===== src/rtl/bcd_pkg.sv =====
// Shared definitions for the sequential binary-to-BCD converter.
//   ST_*        : FSM state encoding (IDLE -> SHIFT -> DONE -> IDLE)
//   BCD_DIG_W   : bits per packed BCD digit
//   ADD3_THRESH : digit value at or above which +3 is applied before a shift
//   digits_ok() : true when NDIG decimal digits can hold every BIN_W-bit value
package bcd_pkg;

  localparam logic [1:0] ST_IDLE  = 2'd0;
  localparam logic [1:0] ST_SHIFT = 2'd1;
  localparam logic [1:0] ST_DONE  = 2'd2;

  localparam int unsigned BCD_DIG_W   = 4;
  localparam logic [3:0]  ADD3_THRESH = 4'd5;

  // 2^bin_w - 1 <= 10^ndig - 1
  function automatic bit digits_ok(int unsigned bin_w, int unsigned ndig);
    longint unsigned max_bin;
    longint unsigned pow10;
    max_bin = (64'd1 << bin_w) - 64'd1;
    pow10   = 64'd1;
    for (int unsigned i = 0; i < ndig; i++) begin
      pow10 = pow10 * 64'd10;
    end
    return max_bin <= (pow10 - 64'd1);
  endfunction

endpackage


===== src/rtl/bcd_add3.sv =====
// Double-dabble digit correction: adds 3 to a BCD digit that is 5 or more so that the
// following left shift carries correctly into the next decimal digit.
//   d : 4-bit digit in
//   q : corrected digit out (d >= 5 ? d + 3 : d)
module bcd_add3
  import bcd_pkg::*;
(
  input  logic [BCD_DIG_W-1:0] d,
  output logic [BCD_DIG_W-1:0] q
);

  always_comb begin
    q = d;
    if (d >= ADD3_THRESH) begin
      q = d + 4'd3;
    end
  end

endmodule


===== src/rtl/bin_to_bcd_seq.sv =====
// Sequential binary-to-BCD converter, one input bit per clock (shift-and-add-3).
//   clk   : clock, all state on rising edge
//   rst_n : asynchronous active-low reset
//   start : request conversion, sampled only in IDLE
//   bin   : binary operand, captured on the accept edge
//   busy  : high while a conversion is in flight (SHIFT or DONE)
//   done  : one-cycle pulse; bcd is valid from this cycle until the next completion
//   bcd   : packed digits, [3:0]=ones, [7:4]=tens, ...
module bin_to_bcd_seq
  import bcd_pkg::*;
#(
  parameter int unsigned BIN_W = 7,
  parameter int unsigned NDIG  = 3
) (
  input  logic                      clk,
  input  logic                      rst_n,
  input  logic                      start,
  input  logic [BIN_W-1:0]          bin,
  output logic                      busy,
  output logic                      done,
  output logic [BCD_DIG_W*NDIG-1:0] bcd
);

  localparam int unsigned BCD_W = BCD_DIG_W * NDIG;
  localparam int unsigned CNT_W = $clog2(BIN_W) + 1;
  localparam logic [CNT_W-1:0] CNT_LAST = CNT_W'(BIN_W - 1);

  if (!digits_ok(BIN_W, NDIG)) begin : g_ndig_check
    $error("bin_to_bcd_seq: NDIG=%0d too small for BIN_W=%0d", NDIG, BIN_W);
  end

  logic [1:0]       state_q, state_d;
  logic [BIN_W-1:0] bin_sr_q, bin_sr_d;
  logic [BCD_W-1:0] dig_sr_q, dig_sr_d;
  logic [CNT_W-1:0] cnt_q, cnt_d;
  logic [BCD_W-1:0] bcd_q, bcd_d;

  logic [BCD_W-1:0] dig_adj;
  logic [BCD_W-1:0] dig_shift;
  logic [BIN_W-1:0] bin_shift;
  logic             unused_dig_msb;

  for (genvar g = 0; g < NDIG; g++) begin : g_add3
    bcd_add3 u_add3 (
      .d(dig_sr_q[g*BCD_DIG_W +: BCD_DIG_W]),
      .q(dig_adj[g*BCD_DIG_W +: BCD_DIG_W])
    );
  end

  // The corrected top bit always falls off the end: a valid top digit never reaches 8.
  assign dig_shift      = {dig_adj[BCD_W-2:0], bin_sr_q[BIN_W-1]};
  assign bin_shift      = {bin_sr_q[BIN_W-2:0], 1'b0};
  assign unused_dig_msb = dig_adj[BCD_W-1];

  always_comb begin
    state_d  = state_q;
    bin_sr_d = bin_sr_q;
    dig_sr_d = dig_sr_q;
    cnt_d    = cnt_q;
    bcd_d    = bcd_q;
    case (state_q)
      ST_IDLE: begin
        if (start) begin
          bin_sr_d = bin;
          dig_sr_d = '0;
          cnt_d    = '0;
          state_d  = ST_SHIFT;
        end
      end
      ST_SHIFT: begin
        bin_sr_d = bin_shift;
        dig_sr_d = dig_shift;
        cnt_d    = cnt_q + 1'b1;
        if (cnt_q == CNT_LAST) begin
          bcd_d   = dig_shift;
          state_d = ST_DONE;
        end
      end
      ST_DONE: begin
        state_d = ST_IDLE;
      end
      default: begin
        state_d = ST_IDLE;
      end
    endcase
  end

  always_ff @(posedge clk or negedge rst_n) begin
    if (!rst_n) begin
      state_q  <= ST_IDLE;
      bin_sr_q <= '0;
      dig_sr_q <= '0;
      cnt_q    <= '0;
      bcd_q    <= '0;
    end else begin
      state_q  <= state_d;
      bin_sr_q <= bin_sr_d;
      dig_sr_q <= dig_sr_d;
      cnt_q    <= cnt_d;
      bcd_q    <= bcd_d;
    end
  end

  assign busy = (state_q != ST_IDLE);
  assign done = (state_q == ST_DONE);
  assign bcd  = bcd_q;

endmodule


===== config.mk =====
export PLATFORM = sky130hd
export DESIGN_NAME = bin_to_bcd_seq
export DESIGN_NICKNAME = d
export VERILOG_FILES = /design/src/rtl/bcd_pkg.sv /design/src/rtl/bcd_add3.sv /design/src/rtl/bin_to_bcd_seq.sv
export SDC_FILE = /design/constraint.sdc
export NUM_CORES = 1
export LEC_CHECK = 0
export ABC_AREA = 1
export BUFFER_PORTS_ARGS = -buffer_cell sky130_fd_sc_hd__buf_2
export CAP_MARGIN = 10
export CORE_MARGIN = 2
export CORE_UTILIZATION = 53
export CTS_BUF_LIST = sky130_fd_sc_hd__clkbuf_4 sky130_fd_sc_hd__clkbuf_8
export CTS_CLUSTER_DIAMETER = 60
export DETAILED_ROUTE_END_ITERATION = 6
export PLACE_DENSITY = 0.8
export SETUP_SLACK_MARGIN = 0.4
export SYNTH_ARGS = -nofsm -noshare
export SYNTH_HDL_FRONTEND = slang
export SYNTH_SLANG_ARGS = --single-unit
export TNS_END_PERCENT = 30

===== constraint.sdc =====
create_clock -name clk -period 1.1 [get_ports clk]
set_input_delay 0.055 -clock clk [delete_from_list [all_inputs] [get_ports clk]]
set_output_delay 0.055 -clock clk [all_outputs]
set_load 0.005 [all_outputs]

==> reports/metrics.csv, run 1 <==
stage;metric;value;unit
clock_network;cts-htree-levels;2;
floorplanning;design.portCount;24;
yosys;yosysUniqueCellTypes;23;
critical_path;critPathMaxFanout;4;
floorplanning;die_area;3960;um2
finish;design_area;2720;um2
floorplanning;initial_core_util;0.552;
critical_path;crit_type;reg2reg;
clock_network;clkLatencyLatePin;0.36;ns
critical_path;arrival;1.53;ns
sta;final_min_period_over_clock_period;1.17;
clock_network;clock_path_buffers;2;
route;post_route_antenna_net_violation_count;0;
finish;most_used_cells_in_the_layout_excluding_fill_and_tap_cells;61 x sky130_fd_sc_hd__nand2_1, 36 x sky130_fd_sc_hd__dfrtp_1, 32 x sky130_fd_sc_hd__buf_4;
yosys;yosys_warnings;0;
finish;final_net_count;309;
finish;layout.filler_cells;192;
place;numPortBuffers;23;
place;dpl_worst_slack;-0.178;ns
sta;timing.final.setup_violations;34;
outcome;status;finished with violations;
grt;antenna_violations_before_repair;0;
floorplanning;row_count;21;
critical_path;crit_path_end_kind;flip-flop;
sta;maxSlewViolCount;0;
grt;groute.usage.overall;0.258;
critical_path;required;1.35;ns
finish;layout.cells.most_common;sky130_fd_sc_hd__nand2_1;
critical_path;worstPathCellList;inv_2 > ha_4 > inv_2 > nand2_2 > nand2_4 > nand2_4 > nand2_2 > nand3_2 > nand2_1;
clock_network;cts-root-buf;sky130_fd_sc_hd__clkbuf_4;
yosys;synth-seq-area-share;0.503;
grt;via_count_of_the_first_global_routing_pass;1794;
route;remaining_drc_errors;0;
route;via_count;1788;
power_and_ir_drop;power_density;3100;nW/um2
route;wire_per_inst;14.4;um
min_path;hp-class;in2reg;
place;dpl.hpwl;2670;um
grt;gr-total-overflow;0;
sta;rsz_0062_raised_after_global_routing;yes;
route;routed_via_density;5.29;
finish;drive_above_1_share;0.497;
clock_network;tritoncts_clock_tree;done;
sta;worst-slew-pin-transition;0.319;ns
route;drt_pass1_iterations;6;
sta;fin_ws;-0.184;ns
place;detailed_place.area;2200;um2
finish;syn_to_final_growth;47.8;%
clock_network;number_of_clock_buffers_inserted_by_tritoncts;5;
critical_path;critical-path-slowest-cell;sky130_fd_sc_hd__dfrtp_1;
floorplanning;core;3340;um2
finish;num_antenna_cells;0;
route;wire_length_after_detailed_routing;4860;um
clock_network;cts.sinks;37;
route;detail_route.iter0.violations;117;
yosys;synthesis.area_per_instance;8.37;um2
grt;largest_net_degree_at_the_start_of_global_routing;38;
sta;maxClockFrequency;779;MHz
clock_network;clk_pin_slew;0.10;ns
place;gpl.final_weighted_congestion;0.877;
yosys;postSynthRegisterBits;37;
grt;grt_first_pass_wirelength;7920;um
run;max_cap_violations;0;
sta;worst_slew_margin_rel;0.787;
power_and_ir_drop;power_leakage;1.39;nW
critical_path;cp_slowest_stage_delay;0.41;ns
yosys;netlist_area;1840;um2
sta;report.final.hold_viol_count;0;
yosys;synthCells;220;
critical_path;crit_path_start_kind;flip-flop;
outcome;violations;setup timing;
sta;final.setup_skew;0.0126;ns
power_and_ir_drop;peakVddDrop;0.00140;V
floorplanning;floorplan.die.height;63.0;um
floorplanning;die-width;63.0;um
sta;final.min_clock_period;1.28;ns
yosys;postSynthNetCount;238;
kinds of logic after synthesis:
| kind of cell | Yosys count | share of synthesized area |
|---|---|---|
| AND/OR/NAND/NOR | 128 | 0.307 |
| buffers and inverters | 27 | 0.0747 |
| flip-flops | 37 | 0.503 |
| adder cells (fa/ha/maj) | 8 | 0.0543 |
| AO/OA/AOI/OAI | 20 | 0.0611 |
cell usage after synthesis, drive strengths merged:
| cell type | n | area share |
|---|---|---|
| inv | 23 | 0.050 |
| o21ai | 13 | 0.037 |
| ha | 8 | 0.054 |
| nand4 | 4 | 0.014 |
| o211ai | 1 | 0.0041 |
| nand3 | 26 | 0.073 |
| nand2 | 89 | 0.20 |
| o21a | 1 | 0.0041 |
| buf | 4 | 0.025 |
| a21oi | 2 | 0.0054 |
| o22ai | 3 | 0.010 |
| nor2 | 9 | 0.024 |
| dfrtp | 37 | 0.50 |
path summary, 6_finish.rpt:
check	startpoint	endpoint	slack [ns]	depth (start not counted)
setup / recovery	dig_sr_q[5]	bcd[5]	-0.18	9
hold / removal	start	state_q[0]	0.11	4
setup reg to reg	dig_sr_q[5]	bcd[5]	-0.18	9
hold reg to reg	bcd[9]	bcd[9]	0.48	2
max in group asynchronous	rst_n	bcd[9]	0.73	3
min in group asynchronous	rst_n	bcd[2]	0.17	3
registers in the layout (all words and copies together), names as in the netlist:
name and flops:
bcd 12, bin_sr_q 7, dig_sr_q 12, state_q 2, cnt_q 4
layout make-up:
class	instances	area, um2	share of cell area
clock buffer	8	60.1	0.0221
timing repair buffer	68	509	0.187
multi-input combinational	156	1070	0.392
sequential	37	927	0.341
tap	46	57.6	0.0211
inverter	23	101	0.0372
report_power, final:
group | switching [mW] | total (mW) | leakage [nW] | internal (mW)
clock | 0.442 | 0.771 | 0.0368 | 0.329
combinational | 2.83 | 5.13 | 0.889 | 2.29
sequential | 0.523 | 2.53 | 0.460 | 2.01
total | 3.80 | 8.43 | 1.39 | 4.63
worst max-delay path: cells and delay by family, from the launching register on:
kind,cells,cell delay [ns]
AND/OR/NAND/NOR,6,0.46
adder cells (fa/ha/maj),1,0.14
buffers and inverters,2,0.16
flip-flops,1,0.41
per-layer routing:
layer / share of wire / up-vias / GRT usage
met5: 0 / - / 0
met1: 0.40 / 860 / 0.288
li1: - / 848 / -
met3: 0.048 / 15 / 0.0667
met4: 0.026 / 0 / 0.114
met2: 0.53 / 65 / 0.460
through the flow:
step | total power [mW] | hold WS [ns] | util | TNS [ns] | std cells
after detailed placement | 6.01 | 0.0353 | 0.660 | -3.41 | 310
after CTS | 7.62 | 0.0903 | 0.772 | -1.83 | 335
after floorplan | 4.69 | -0.241 | - | -1.25 | 220
after global routing | 9.07 | 0.126 | 0.816 | -6.11 | 338
after global placement | 5.85 | 0.0321 | 0.660 | -2.22 | 310
final | 8.43 | 0.106 | 0.816 | -3.15 | 338
timing repair:
item,in CTS,in global routing
resized for setup,57,34
endpoints found under the hold margin,44,0
gates cloned,0,0
pin swaps,24,19
setup endpoints to repair,51,51
hold buffers,8,0
buffers inserted,9,3
Note: power is estimated with default switching activity, not from simulation.
==> run 2, diff against run 1 <==
Settings changed: TNS_END_PERCENT 30 to 20.
==> run 2 against run 1 <==
The run still ends with setup timing left. Maximum frequency up 3.0%. Sequential power about the same. Register-to-register slack better by 0.04 ns. Flip-flop and latch count unchanged. Worst hold slack worse by 0.015 ns. Highest routed layer unchanged. Largest power group unchanged. Total power down 3.9%. Via count down 1.1%. Combinational power down 5.5%. Sequential share of layout area up 0.75 points. Non-clock buffer count down 1. Cell area down 1.9%.
==> reports/metrics.csv, run 2 (synthesized netlist as in run 1, its figures left out) <==
stage;metric;value;unit;change
grt;globalRouteMet1Util;0.272;;-0.0161
run;max_cap_violations;0;;unchanged
grt;grt_util_met3;0.0541;;-0.0126
sta;final_min_period_over_clock_period;1.13;;-0.0344
route;remaining_drc_errors;0;;unchanged
critical_path;cp_top_family;simple AND/OR/NAND/NOR gates;;
grt;grt_first_pass_wirelength;7450;um;-6.0%
grt;antenna_violations_before_repair;0;;unchanged
critical_path;crit_path_start_kind;flip-flop;;
sta;report.final.hold_viol_count;0;;unchanged
min_path;hp-class;in2reg;;
floorplanning;design.portCount;24;;unchanged
clock_network;tritoncts_clock_tree;done;;
finish;num_antenna_cells;0;;unchanged
sta;rsz_0062_raised_after_global_routing;yes;;
sta;worst_slew_margin_rel;0.753;;-0.0337
route;wire_per_inst;13.5;um;-5.8%
clock_network;clkLatencyLatePin;0.36;ns;about the same
finish;final_net_count;308;;-0.32%
critical_path;critical_path.n_buffers_inverters;2;;unchanged
floorplanning;row_count;21;;unchanged
critical_path;critPathMaxFanout;4;;unchanged
place;dpl.hpwl;2690;um;+0.48%
critical_path;critical-path-slowest-cell;sky130_fd_sc_hd__dfrtp_1;;
sta;fin_ws;-0.146;ns;+0.0378 ns
grt;grt.met2_usage;0.434;;-0.0266
place;numPortBuffers;23;;unchanged
clock_network;cts-htree-levels;2;;unchanged
floorplanning;initial_core_util;0.552;;unchanged
route;via_count;1769;;-1.1%
critical_path;crit_top_cell;sky130_fd_sc_hd__inv_2;;
power_and_ir_drop;power_density;3030;nW/um2;-2.0%
finish;layout.filler_cells;207;;+7.8%
finish;syn_to_final_growth;45.0;%;
critical_path;arrival;1.50;ns;-0.03 ns
sta;maxSlewViolCount;0;;unchanged
route;post_route_antenna_net_violation_count;0;;unchanged
grt;via_count_of_the_first_global_routing_pass;1758;;-2.0%
critical_path;required;1.36;ns;about the same
place;dpl_worst_slack;-0.166;ns;+0.0122 ns
floorplanning;die-width;63.0;um;unchanged
clock_network;clock_path_buffers;2;;unchanged
grt;largest_net_degree_at_the_start_of_global_routing;24;;-37%
critical_path;cp_slowest_stage_delay;0.42;ns;about the same
clock_network;clk_pin_slew;0.11;ns;about the same
finish;drive_above_1_share;0.454;;-0.0430
power_and_ir_drop;p_total;8.10;mW;-3.9%
route;drt_pass1_iterations;4;;-2
clock_network;cts.sinks;37;;unchanged
critical_path;worstPathCellList;inv_2 > ha_4 > inv_2 > nand2_4 > nand4_1 > nand3_1 > nand2_1;;
sta;setup-tns-final;-2.83;ns;+0.316 ns
power_and_ir_drop;power_leakage;1.37;nW;-1.3%
outcome;status;finished with violations;;
sta;timing.final.setup_violations;35;;+2.9%
sta;final.setup_skew;0.0111;ns;-0.00149 ns
grt;gr-total-overflow;0;;unchanged
finish;layout.cells.most_common;sky130_fd_sc_hd__nand2_1;;
floorplanning;floorplan.die.height;63.0;um;unchanged
clock_network;number_of_clock_buffers_inserted_by_tritoncts;5;;unchanged
critical_path;worst-r2r-setup-slack;-0.15;ns;+0.04 ns
floorplanning;core;3340;um2;unchanged
route;routed_via_density;5.25;;-0.77%
grt;busiest_layer;met2;;
sta;worst-slew-pin-transition;0.370;ns;+0.0506 ns
sta;final.min_clock_period;1.25;ns;-0.0378 ns
sta;maxClockFrequency;802;MHz;+3.0%
clock_network;cts-root-buf;sky130_fd_sc_hd__clkbuf_4;;
finish;most_used_cells_in_the_layout_excluding_fill_and_tap_cells;69 x sky130_fd_sc_hd__nand2_1, 34 x sky130_fd_sc_hd__dfrtp_1, 28 x sky130_fd_sc_hd__buf_4;;
place;gpl.final_weighted_congestion;0.917;;+4.6%
floorplanning;die_area;3960;um2;unchanged
route;wire_length_after_detailed_routing;4560;um;-6.1%
finish;fin_cells;337;;-0.30%
power_and_ir_drop;peakVddDrop;0.00145;V;+3.5%
grt;groute.usage.overall;0.242;;-0.0162
critical_path;crit_path_end_kind;flip-flop;;
finish;final_util;0.800;;-0.0154
critical_path;crit_type;reg2reg;;
route;detail_route.iter0.violations;116;;-0.85%
outcome;violations;setup timing;;
place;placed_cells_incl_taps;311;;+0.32%
run 2: worst paths after layout:
check | end | from | depth (start not counted)
max in group asynchronous | state_q[1] | rst_n | 3
worst min register to register | bcd[6] | bcd[6] | 2
worst max-delay path | bcd[2] | dig_sr_q[1] | 7
worst max register to register | bcd[2] | dig_sr_q[1] | 7
worst min-delay path | state_q[0] | start | 4
min in group asynchronous | bcd[7] | rst_n | 2
run 2: report_power, final:
group,leakage (nW),internal [mW],switching [mW]
sequential,0.458,2.01,0.517
clock,0.0310,0.241,0.483
combinational,0.878,2.23,2.62
total,1.37,4.48,3.62
run 2: what timing repair did:
action	CTS	global route
hold buffers	8	0
pin swaps	11	10
setup buffers	5	5
endpoints found under the hold margin	44	0
setup endpoints to repair	51	51
gates resized for setup	56	23
run 2: area by class of cell:
| type | instances | area, um2 | share of cell area |
|---|---|---|---|
| Inverter | 23 | 98.8 | 0.0370 |
| Timing Repair Buffer | 67 | 513 | 0.192 |
| Multi-Input combinational cell | 156 | 1020 | 0.381 |
| Sequential cell | 37 | 930 | 0.348 |
| Clock inverter | 3 | 17.5 | 0.00656 |
| Clock buffer | 5 | 37.5 | 0.0141 |
| Tap cell | 46 | 57.6 | 0.0216 |
run 2: metrics by stage:
stage	hold WS (ns)	instance area (um2)
floorplan	-0.241	1860
global placement	-0.0172	2210
detailed placement	-0.0149	2210
CTS	0.0814	2550
global route	0.0899	2670
finish	0.0913	2670
run 2: worst register-to-register path, delay by kind of cell (launching register included):
kind	cells	cell delay [ns]
simple gates	4	0.43
flops	1	0.42
fa+ha+maj	1	0.15
buf+inv	2	0.16
run 2: layer usage:
layer / wire (um) / share of wire
met3: 189 / 0.041
met2: 2410 / 0.53
met1: 1850 / 0.40
met5: 0 / 0
met4: 114 / 0.025
